[src/rtl/mdu_defines.sv]
// rtl/mdu_defines.sv - shared ALUOP codes used by the EX stage and its helpers
`ifndef MDU_DEFINES_SV
`define MDU_DEFINES_SV
`define ALUOP_MULT  8'h18
`define ALUOP_MULTU 8'h19
`define ALUOP_DIV   8'h1A
`define ALUOP_DIVU  8'h1B
`endif

[src/rtl/mdu_pkg.sv]
// rtl/mdu_pkg.sv - shared types and helpers for the multiply/divide unit
package mdu_pkg;

  typedef enum logic [1:0] {IDLE = 2'd0, MUL = 2'd1, DIV = 2'd2, DONE = 2'd3} mdu_state_t;

  localparam int unsigned DIV_STEPS = 32;

  function automatic logic [31:0] abs32(input logic [31:0] v, input logic use_sign);
    return (use_sign && v[31]) ? -v : v;
  endfunction

endpackage

[src/rtl/div_radix2.sv]
// rtl/div_radix2.sv - restoring radix-2 divider, one quotient bit per cycle
// Results are combinational on the done cycle so the caller can register them on that edge.
module div_radix2 (
  input  logic        clk,
  input  logic        rst,
  input  logic        start,
  input  logic        is_signed,
  input  logic [31:0] dividend,
  input  logic [31:0] divisor,
  output logic        busy,
  output logic        done,
  output logic [31:0] quotient,
  output logic [31:0] remainder
);
  import mdu_pkg::*;

  logic [31:0] rem, quo, dsr;
  logic [4:0]  cnt;
  logic        neg_q, neg_r;
  logic [32:0] rem_sh, diff;
  logic [31:0] rem_nx, quo_nx;
  logic        qbit;

  // rem < dsr holds between steps, so diff[32] is a clean borrow flag
  assign rem_sh = {rem, quo[31]};
  assign diff   = rem_sh - {1'b0, dsr};
  assign qbit   = ~diff[32];
  assign rem_nx = qbit ? diff[31:0] : rem_sh[31:0];
  assign quo_nx = {quo[30:0], qbit};

  assign done      = busy && (cnt == 5'(DIV_STEPS - 1));
  assign quotient  = neg_q ? -quo_nx : quo_nx;
  assign remainder = neg_r ? -rem_nx : rem_nx;

  always_ff @(posedge clk or posedge rst) begin
    if (rst) begin
      rem   <= '0;
      quo   <= '0;
      dsr   <= '0;
      cnt   <= '0;
      busy  <= 1'b0;
      neg_q <= 1'b0;
      neg_r <= 1'b0;
    end else if (start) begin
      rem   <= '0;
      quo   <= abs32(dividend, is_signed);
      dsr   <= abs32(divisor, is_signed);
      cnt   <= '0;
      busy  <= 1'b1;
      neg_q <= is_signed & (dividend[31] ^ divisor[31]);
      neg_r <= is_signed & dividend[31];
    end else if (busy) begin
      rem <= rem_nx;
      quo <= quo_nx;
      cnt <= cnt + 5'd1;
      if (done) busy <= 1'b0;
    end
  end

endmodule

[src/rtl/mdu_ctrl.sv]
// rtl/mdu_ctrl.sv - HI/LO multiply/divide controller with EX-stage stall handshake
// MDU_DIV_ZERO_FAST_EN: zero-divisor DIV/DIVU skips the iterative divider.
`include "mdu_defines.sv"
module mdu_ctrl (
  input  logic        clk,
  input  logic        rst,
  input  logic        op_valid,
  input  logic [7:0]  aluop,
  input  logic [31:0] src_a,
  input  logic [31:0] src_b,
  input  logic        flush,
  input  logic        pipe_hold,
  output logic        stall_req,
  output logic        result_valid,
  output logic [31:0] hi_out,
  output logic [31:0] lo_out
);
  import mdu_pkg::*;

  mdu_state_t  state, state_nx;
  logic [7:0]  aluop_q;
  logic [31:0] a_q, b_q;
  logic        is_mul, is_div, op_signed, div_fast;
  logic        accept, ld_mul, ld_div, ld_fast, div_start;
  logic        div_busy, div_done;
  logic [31:0] div_q, div_r;
  logic        mul_signed;
  logic [63:0] mul_a, mul_b, prod;

  assign is_mul    = (aluop == `ALUOP_MULT) || (aluop == `ALUOP_MULTU);
  assign is_div    = (aluop == `ALUOP_DIV)  || (aluop == `ALUOP_DIVU);
  assign op_signed = (aluop == `ALUOP_MULT) || (aluop == `ALUOP_DIV);

`ifdef MDU_DIV_ZERO_FAST_EN
  assign div_fast = (src_b == 32'd0);
`else
  assign div_fast = 1'b0;
`endif

  // Sign-extend to 64 bits so one low-half multiply serves MULT and MULTU
  assign mul_signed = (aluop_q == `ALUOP_MULT);
  assign mul_a = mul_signed ? {{32{a_q[31]}}, a_q} : {32'd0, a_q};
  assign mul_b = mul_signed ? {{32{b_q[31]}}, b_q} : {32'd0, b_q};
  assign prod  = mul_a * mul_b;

  div_radix2 u_div (
    .clk       (clk),
    .rst       (rst),
    .start     (div_start),
    .is_signed (op_signed),
    .dividend  (src_a),
    .divisor   (src_b),
    .busy      (div_busy),
    .done      (div_done),
    .quotient  (div_q),
    .remainder (div_r)
  );

  always_ff @(posedge clk or posedge rst) begin
    if (rst) state <= IDLE;
    else     state <= state_nx;
  end

  always_comb begin
    state_nx     = state;
    stall_req    = 1'b0;
    result_valid = 1'b0;
    accept       = 1'b0;
    div_start    = 1'b0;
    ld_mul       = 1'b0;
    ld_div       = 1'b0;
    ld_fast      = 1'b0;
    if (flush) begin
      state_nx = IDLE;
    end else begin
      case (state)
        IDLE: begin
          if (op_valid && (is_mul || is_div)) begin
            accept    = 1'b1;
            stall_req = 1'b1;
            if (is_mul) begin
              state_nx = MUL;
            end else if (div_fast) begin
              ld_fast  = 1'b1;
              state_nx = DONE;
            end else begin
              div_start = 1'b1;
              state_nx  = DIV;
            end
          end
        end
        MUL: begin
          stall_req = 1'b1;
          ld_mul    = 1'b1;
          state_nx  = DONE;
        end
        DIV: begin
          stall_req = 1'b1;
          if (div_done) begin
            ld_div   = 1'b1;
            state_nx = DONE;
          end else if (!div_busy) begin
            state_nx = IDLE;
          end
        end
        DONE: begin
          result_valid = 1'b1;
          if (!pipe_hold) state_nx = IDLE;
        end
        default: state_nx = IDLE;
      endcase
    end
  end

  always_ff @(posedge clk or posedge rst) begin
    if (rst) begin
      aluop_q <= '0;
      a_q     <= '0;
      b_q     <= '0;
      hi_out  <= '0;
      lo_out  <= '0;
    end else begin
      if (accept) begin
        aluop_q <= aluop;
        a_q     <= src_a;
        b_q     <= src_b;
      end
      if (ld_mul) begin
        hi_out <= prod[63:32];
        lo_out <= prod[31:0];
      end else if (ld_div) begin
        hi_out <= div_r;
        lo_out <= div_q;
      end else if (ld_fast) begin
        hi_out <= src_a;
        lo_out <= 32'hFFFF_FFFF;
      end
    end
  end

endmodule

[config.mk]
export PLATFORM = sky130hd
export DESIGN_NAME = mdu_ctrl
export DESIGN_NICKNAME = d
export VERILOG_FILES = /design/src/rtl/mdu_pkg.sv /design/src/rtl/div_radix2.sv /design/src/rtl/mdu_ctrl.sv
export VERILOG_INCLUDE_DIRS = /design/src /design/src/rtl
export SDC_FILE = /design/constraint.sdc
export NUM_CORES = 2
export LEC_CHECK = 0
export BUFFER_PORTS_ARGS = -buffer_cell sky130_fd_sc_hd__buf_4
export CORE_UTILIZATION = 55
export DETAILED_ROUTE_END_ITERATION = 7
export PLACE_DENSITY = 0.7
export SETUP_SLACK_MARGIN = 0.3
export SYNTH_ARGS = -nofsm -noshare
export SYNTH_HDL_FRONTEND = slang
export SYNTH_HIERARCHICAL = 1
export SYNTH_SLANG_ARGS = --single-unit
[constraint.sdc]
create_clock -name clk -period 13.6 [get_ports clk]
set_input_delay 1.36 -clock clk [delete_from_list [all_inputs] [get_ports clk]]
set_output_delay 1.36 -clock clk [all_outputs]
set_load 0.01 [all_outputs]
# ---- Word level (Yosys, flattened, before mapping)
# Index checks and enable logic that the tools add are counted.
dict set report totals {
  ff_bits 242
  output_inout_bits 66
  wordCells 92
}
dict set report classes {
  add_sub_neg 6
  multipliers 1
  eq_ne 12
  mux 43
  bitwise_logic 4
  n_reduce_logical 13
}
# cell n
set op_table {}
lappend op_table {{$mux 32} 13}
lappend op_table {{$mux 64} 2}
lappend op_table {{$neg 32->32} 4}
lappend op_table {{$mul 64x64->64} 1}
lappend op_table {{$eq 8x5->1 const B} 5}
lappend op_table {{$sub 33x32->33} 1}
lappend op_table {{$mux 1} 18}
lappend op_table {{$mux 2} 6}
lappend op_table {{$mux 5} 2}
lappend op_table {{$pmux 2 s4} 1}
lappend op_table {{$ne 3x3->1 const B} 2}
lappend op_table {{$add 5x1->5 const B} 1}
lappend op_table {{$eq 5x5->1 const B} 1}
lappend op_table {{$eq 2x2->1 const B} 2}
lappend op_table {{$logic_and 1x1->1} 4}
lappend op_table {{$logic_or 1x1->1} 4}
lappend op_table {{$ne 4x4->1 const B} 1}
lappend op_table {{$reduce_bool 2->1} 2}
lappend op_table {{$reduce_and 3->1} 1}
lappend op_table {{$and 1x1->1} 2}
lappend op_table {{$eq 2x1->1 const B} 1}
lappend op_table {{$logic_not 2->1} 1}
lappend op_table {{$pmux 1 s2} 1}
lappend op_table {{$reduce_or 2->1} 1}
lappend op_table {{2 further kinds} 2}

# ---- Longest topological paths before layout
dict set report depth {
  word_depth 8
  depth_mapped 37
  ltp_nobuf 36
}

# ---- Cells and area by module
# The synthesis kept the hierarchy.
# mod n_inst cells_each area_each_um2 seq_area_each_um2
set modules_own_cells {}
lappend modules_own_cells {mdu_ctrl 1 5566 53133.5 3453.3}
lappend modules_own_cells {div_radix2 1 1222 9565.4 2602.5}

# ---- Worst setup path after synthesis
# No wires, ideal clock.
dict set report synth_path {
  path_kind {reg2reg}
  start {register aluop_q[5]}
  end {register hi_out[31]}
  arrival_time_ns 9.584
  required_ns 13.506
  setup_slack_ns 3.922
  stages_incl_launch_ff 32
  synth_period_minus_slack_ns 9.678
  cell_sequence {dfrtp_1 nor4b_1 and4b_1 clkbuf_1 and2_1 clkbuf_1 clkbuf_1 nand2_1 fa_1 inv_1 fa_1 fa_1 inv_1 fa_1 inv_1 fa_1 fa_1 fa_1 fa_1 fa_1 inv_1 fa_1 inv_1 ha_1 nand2_1 nor2_1 nand2_1 o211ai_1 a221o_1 a2111oi_0 o21ai_0 a211oi_1}
}
dict set report synth_via {
  elab_chain_len 4
}
# item line
set synth_lines {}
lappend synth_lines {{start: declaration} mdu_ctrl.sv:21} ;# logic [7:0] aluop_q;
lappend synth_lines {{start signal: assignment} mdu_ctrl.sv:124} ;# aluop_q <= aluop;
lappend synth_lines {{$eq 8x5->1 (no source line) *} n/a}
lappend synth_lines {{$mux 64 (on tied branches)} {mdu_ctrl.sv:42, mdu_ctrl.sv:43}}
lappend synth_lines {{$mul 64x64->64 *} mdu_ctrl.sv:44} ;# assign prod = mul_a * mul_b;
lappend synth_lines {{$mux 32 *} mdu_ctrl.sv:128} ;# if (ld_mul) begin
lappend synth_lines {{end signal: assignment} mdu_ctrl.sv:129} ;# hi_out <= prod[63:32];
lappend synth_lines {{end signal: assignment} mdu_ctrl.sv:132} ;# hi_out <= div_r;
lappend synth_lines {{end signal: assignment} mdu_ctrl.sv:135} ;# hi_out <= src_a;
lappend synth_lines {{end: declaration} mdu_ctrl.sv:15} ;# output logic [31:0] hi_out,
# Mark *: on every way between the ends. The rest lies on a longest branch, timed or not.
# A chain may end at the register's enable or synchronous reset.

# ---- Final worst setup path
dict set report layout_path {
  start {register a_q[31]}
  end {register hi_out[30]}
}
dict set report layout_via {
  elab_chain_len 3
}
# item line
set layout_lines {}
lappend layout_lines {{start: declaration} mdu_ctrl.sv:22} ;# logic [31:0] a_q, b_q;
lappend layout_lines {{start signal: assignment} mdu_ctrl.sv:125} ;# a_q <= src_a;
lappend layout_lines {{$mux 64} mdu_ctrl.sv:42} ;# assign mul_a = mul_signed ? {{32{a_q[31]}}, a_q} : {32'd0, a_q};
lappend layout_lines {{$mul 64x64->64} mdu_ctrl.sv:44}
lappend layout_lines {{$mux 32} mdu_ctrl.sv:128}
# Every way passes these cells.

==> summary.txt <==
Outcome
  – Status: completed

Clock tree
  – Root buffer cell: clkbuf_16
  – Clock Tree Buf Depth: 3
  – TritonCTS clock tree: built
  – CTS buffer count: 23
  – Sink Count: roughly 240
  – Post-CTS setup buffer count: 0
  – Clock-pin slew on the worst setup and hold paths: 0.07 ns
  – Number of hold buffers added after CTS: 0
  – Cts repair resizes: 0
  – Clock Latency Late Sink: 0.61 ns
  – CTS H-tree lvls: 1

Route
  – Vias per cell: 5.72
  – First-iteration detailed-routing DRC count: 4030
  – Final ANT Viol Nets: 0
  – DRC Markers: 0
  – Via Count: 46900
  – Routed Wire Length: 188 mm
  – Avg WL per Cell: 22.9 µm
  – TritonRoute pass-1 iters: 5

Timing
  – Period utilization: 82.3%
  – Pins Over Slew Limit: 0
  – Crit path time final: 11.20 ns
  – Measured slew at the worst slew-check pin: 1.39 ns
  – Final setup violating endpoints: 0
  – Clock Skew: roughly 0.053 ns
  – Fmax: 89.3 MHz
  – Relative max-transition margin: under 10%
  – Unrepaired setup endpoints after global routing: no
  – Endpoints failing hold: 0
  – Post-route setup TNS: 0 ns
  – Worst hold slack: 0.472 ns

Power and ir drop
  – Sw Ratio: 48.5%
  – Part of the power in registers: 29.3%
  – Peak VDD IR: ~0.096 mV
  – Switching pwr: ~0.0018 W
  – Comb power frac: 51.4%
  – Total Power: 0.00368 W
  – Clock network power share: 19.4%
  – Pint: 0.00190 W
  – Leakage: 33.1 nW
  – Power Dens Cells: 56.0 mW/mm²

Critical path
  – CP Data Required Time: 14.06 ns
  – Origin of the critical flop-to-flop path: a_q[31]$_DFFE_PP0P_
  – Critical path startpoint category: flip-flop
  – Crit-path most repeated cell: fa_1
  – Crit Path Max Fanout: 41
  – CP max stage cell: and2_1
  – Worst setup startpoint: a_q[31]$_DFFE_PP0P_
  – Crit Path Class: reg -> reg
  – Worst path max stage delay: 1.12 ns
  – CP Capture Type: flip-flop
  – Critical path arrival: 11.66 ns

Synthesis
  – Top-area cell type share of the netlist area: between 40% and 50%
  – Synthesized flop and latch total: 242
  – Synth area leaders: fa_1 45%, dfrtp_1 9.7%, inv_1 9.5%
  – Asr flop ratio synth: 100%
  – Most common cell in the netlist: inv_1
  – Commonest cells post-synth: 1588 x inv_1, 1420 x fa_1, 948 x nand2_1
  – Register area share after synthesis: 9.66%
  – Mapped Nets: between 8000 and 9000
  – Cells after synthesis: 6788
  – Main synth FF type: dfrtp_1
  – Netlist cell types: 96
  – Mapped cell area: 0.0627 mm²
  – Number of synthesis warnings: 6
  – EDFF count, synth: 0
  – Leading area contributor after synthesis: fa_1
  – Mean Syn Cell Area: 9.24 µm²

Floorplan
  – Initial core utilization: 55.6%
  – Die H: 340 µm
  – Rows: 123
  – Die W: 340 µm
  – Die area: between 0.1 and 0.15 mm²
  – Core area: 0.113 mm²
  – I/O Pins: 143

Placement
  – # port buffers: 142
  – Post-Place Cell Area: around 0.065 mm²
  – Placer congestion estimate: 0.993
  – Hpwl dp: 148 mm
  – Placed Cells: 8162

Global route
  – Vias in the first global route: between 50000 and 60000
  – Global Route Usage Sum: 33.3%
  – Global route overflow: 0
  – Largest net degree at the start of global routing: just under 100
  – First-pass GRT wire length: 294 mm
  – Initial antenna violation count: 8

Final layout
  – Layout net count: 8535
  – Share of layout cells above drive strength 1: roughly 6.4%
  – Finished Cell Area: 0.0657 mm²
  – Fill count: 9904
  – Layout Cells excl Fill: 8208
  – Layout area overhead: 4.85%

Run
  – Max_cap viols: 0

Hold path
  – Worst min path class: reg -> reg
  – Worst Min Path Start: aluop_q[4]$_DFFE_PP0P_
[worst paths after layout]
path                                        endpoint  slack, ns  cells after the start
setup / recovery              hi_out[30]$_DFFE_PP0P_       2.40                     28
hold / removal                aluop_q[4]$_DFFE_PP0P_       0.47                      1
setup reg to reg              hi_out[30]$_DFFE_PP0P_       2.40                     28
hold reg to reg               aluop_q[4]$_DFFE_PP0P_       0.47                      1
max in group asynchronous        b_q[22]$_DFFE_PP0P_      11.25                      3
min in group asynchronous  u_div/quo[11]$_DFFE_PP0P_       0.87                      2
[state kept, by name, summed over array words and instances, names as in the netlist]
name and flops:
hi_out 32, a_q 32, u_div/quo 32, u_div/neg_r 1, lo_out 32, u_div/cnt 5, aluop_q 8, u_div/dsr 32
b_q 32, u_div/neg_q 1, u_div/busy 1, state 2, u_div/rem 32
[cell usage in the layout, fill, tap and decap left out, drive strengths merged, types with 15 or more instances in the layout]
cell,count
nor2,186
or3,18
mux2,97
clkbuf,25
buf,209
a211oi,50
nand2b,17
nand3,39
o211ai,15
ha,351
nor4,25
o21ai,198
o41ai,16
o31ai,31
xnor2,148
a21o,36
a21oi,174
nand4,20
nand2,948
and3,30
mux2i,90
dfrtp,242
or4,16
inv,1592
fa,1420
a31oi,18
and2,381
nor3,52
xor2,99
nor2b,21
[per-stage QoR]
step | util, % | setup slack [ns]
5_1_grt | 58.3 | 1.75
3_3_place_gp | 57.6 | 2.47
4_1_cts | 58.3 | 2.37
3_5_place_dp | 57.6 | 2.41
2_1_floorplan | - | 3.92
6_report | 58.3 | 2.40
[layer usage]
layer / track usage (%) / part of all wire [%] / up-vias
met2: 51.8 / 45 / 2365
met5: 0 / 0.0069 / -
met4: 10.5 / 3.7 / 2
met1: 47.2 / 41 / 24100
met3: 6.72 / 10 / 396
li1: - / - / 20100
[cells by family after synthesis]
kind of cell	synth area share, %
flip-flops	9.66
adder cells (fa/ha/maj)	52.4
AND/OR/NAND/NOR	13.3
AO/OA/AOI/OAI	6.49
multiplexers	3.18
buffers and inverters	11.6
XOR/XNOR	3.45
[worst max-delay path, delay by kind of cell (launching register included)]
kind            cells  cell delay, ns
simple gates        4            1.69
compound gates      7            1.91
buf+inv             6            1.01
fa+ha+maj          11            6.04
flops               1            0.34
[power groups by stage]
stage                     clock network [W]  logic, W  registers [W]
after detailed placement                  0   0.00184        0.00108
after global routing               0.000742   0.00206        0.00109
after floorplan                           0   0.00123       0.000968
after CTS                          0.000721   0.00185        0.00107
after global placement                    0   0.00181        0.00108
final                              0.000714   0.00189        0.00108
[cell type report]
| class | count | area, µm² | share of cell area, % |
|---|---|---|---|
| flip-flops and latches | 242 | 6090 | 9.26 |
| multi-input cells | 4622 | 49400 | 75.2 |
| diodes | 4 | 10.0 | 0.0152 |
| well taps | 1500 | 1880 | 2.85 |
| repair buffers | 209 | 1570 | 2.39 |
| inverters | 1589 | 5970 | 9.08 |
| clock inverters | 17 | 204 | 0.310 |
| clock buffers | 25 | 583 | 0.887 |
Note: power is estimated with default switching activity, not from simulation.
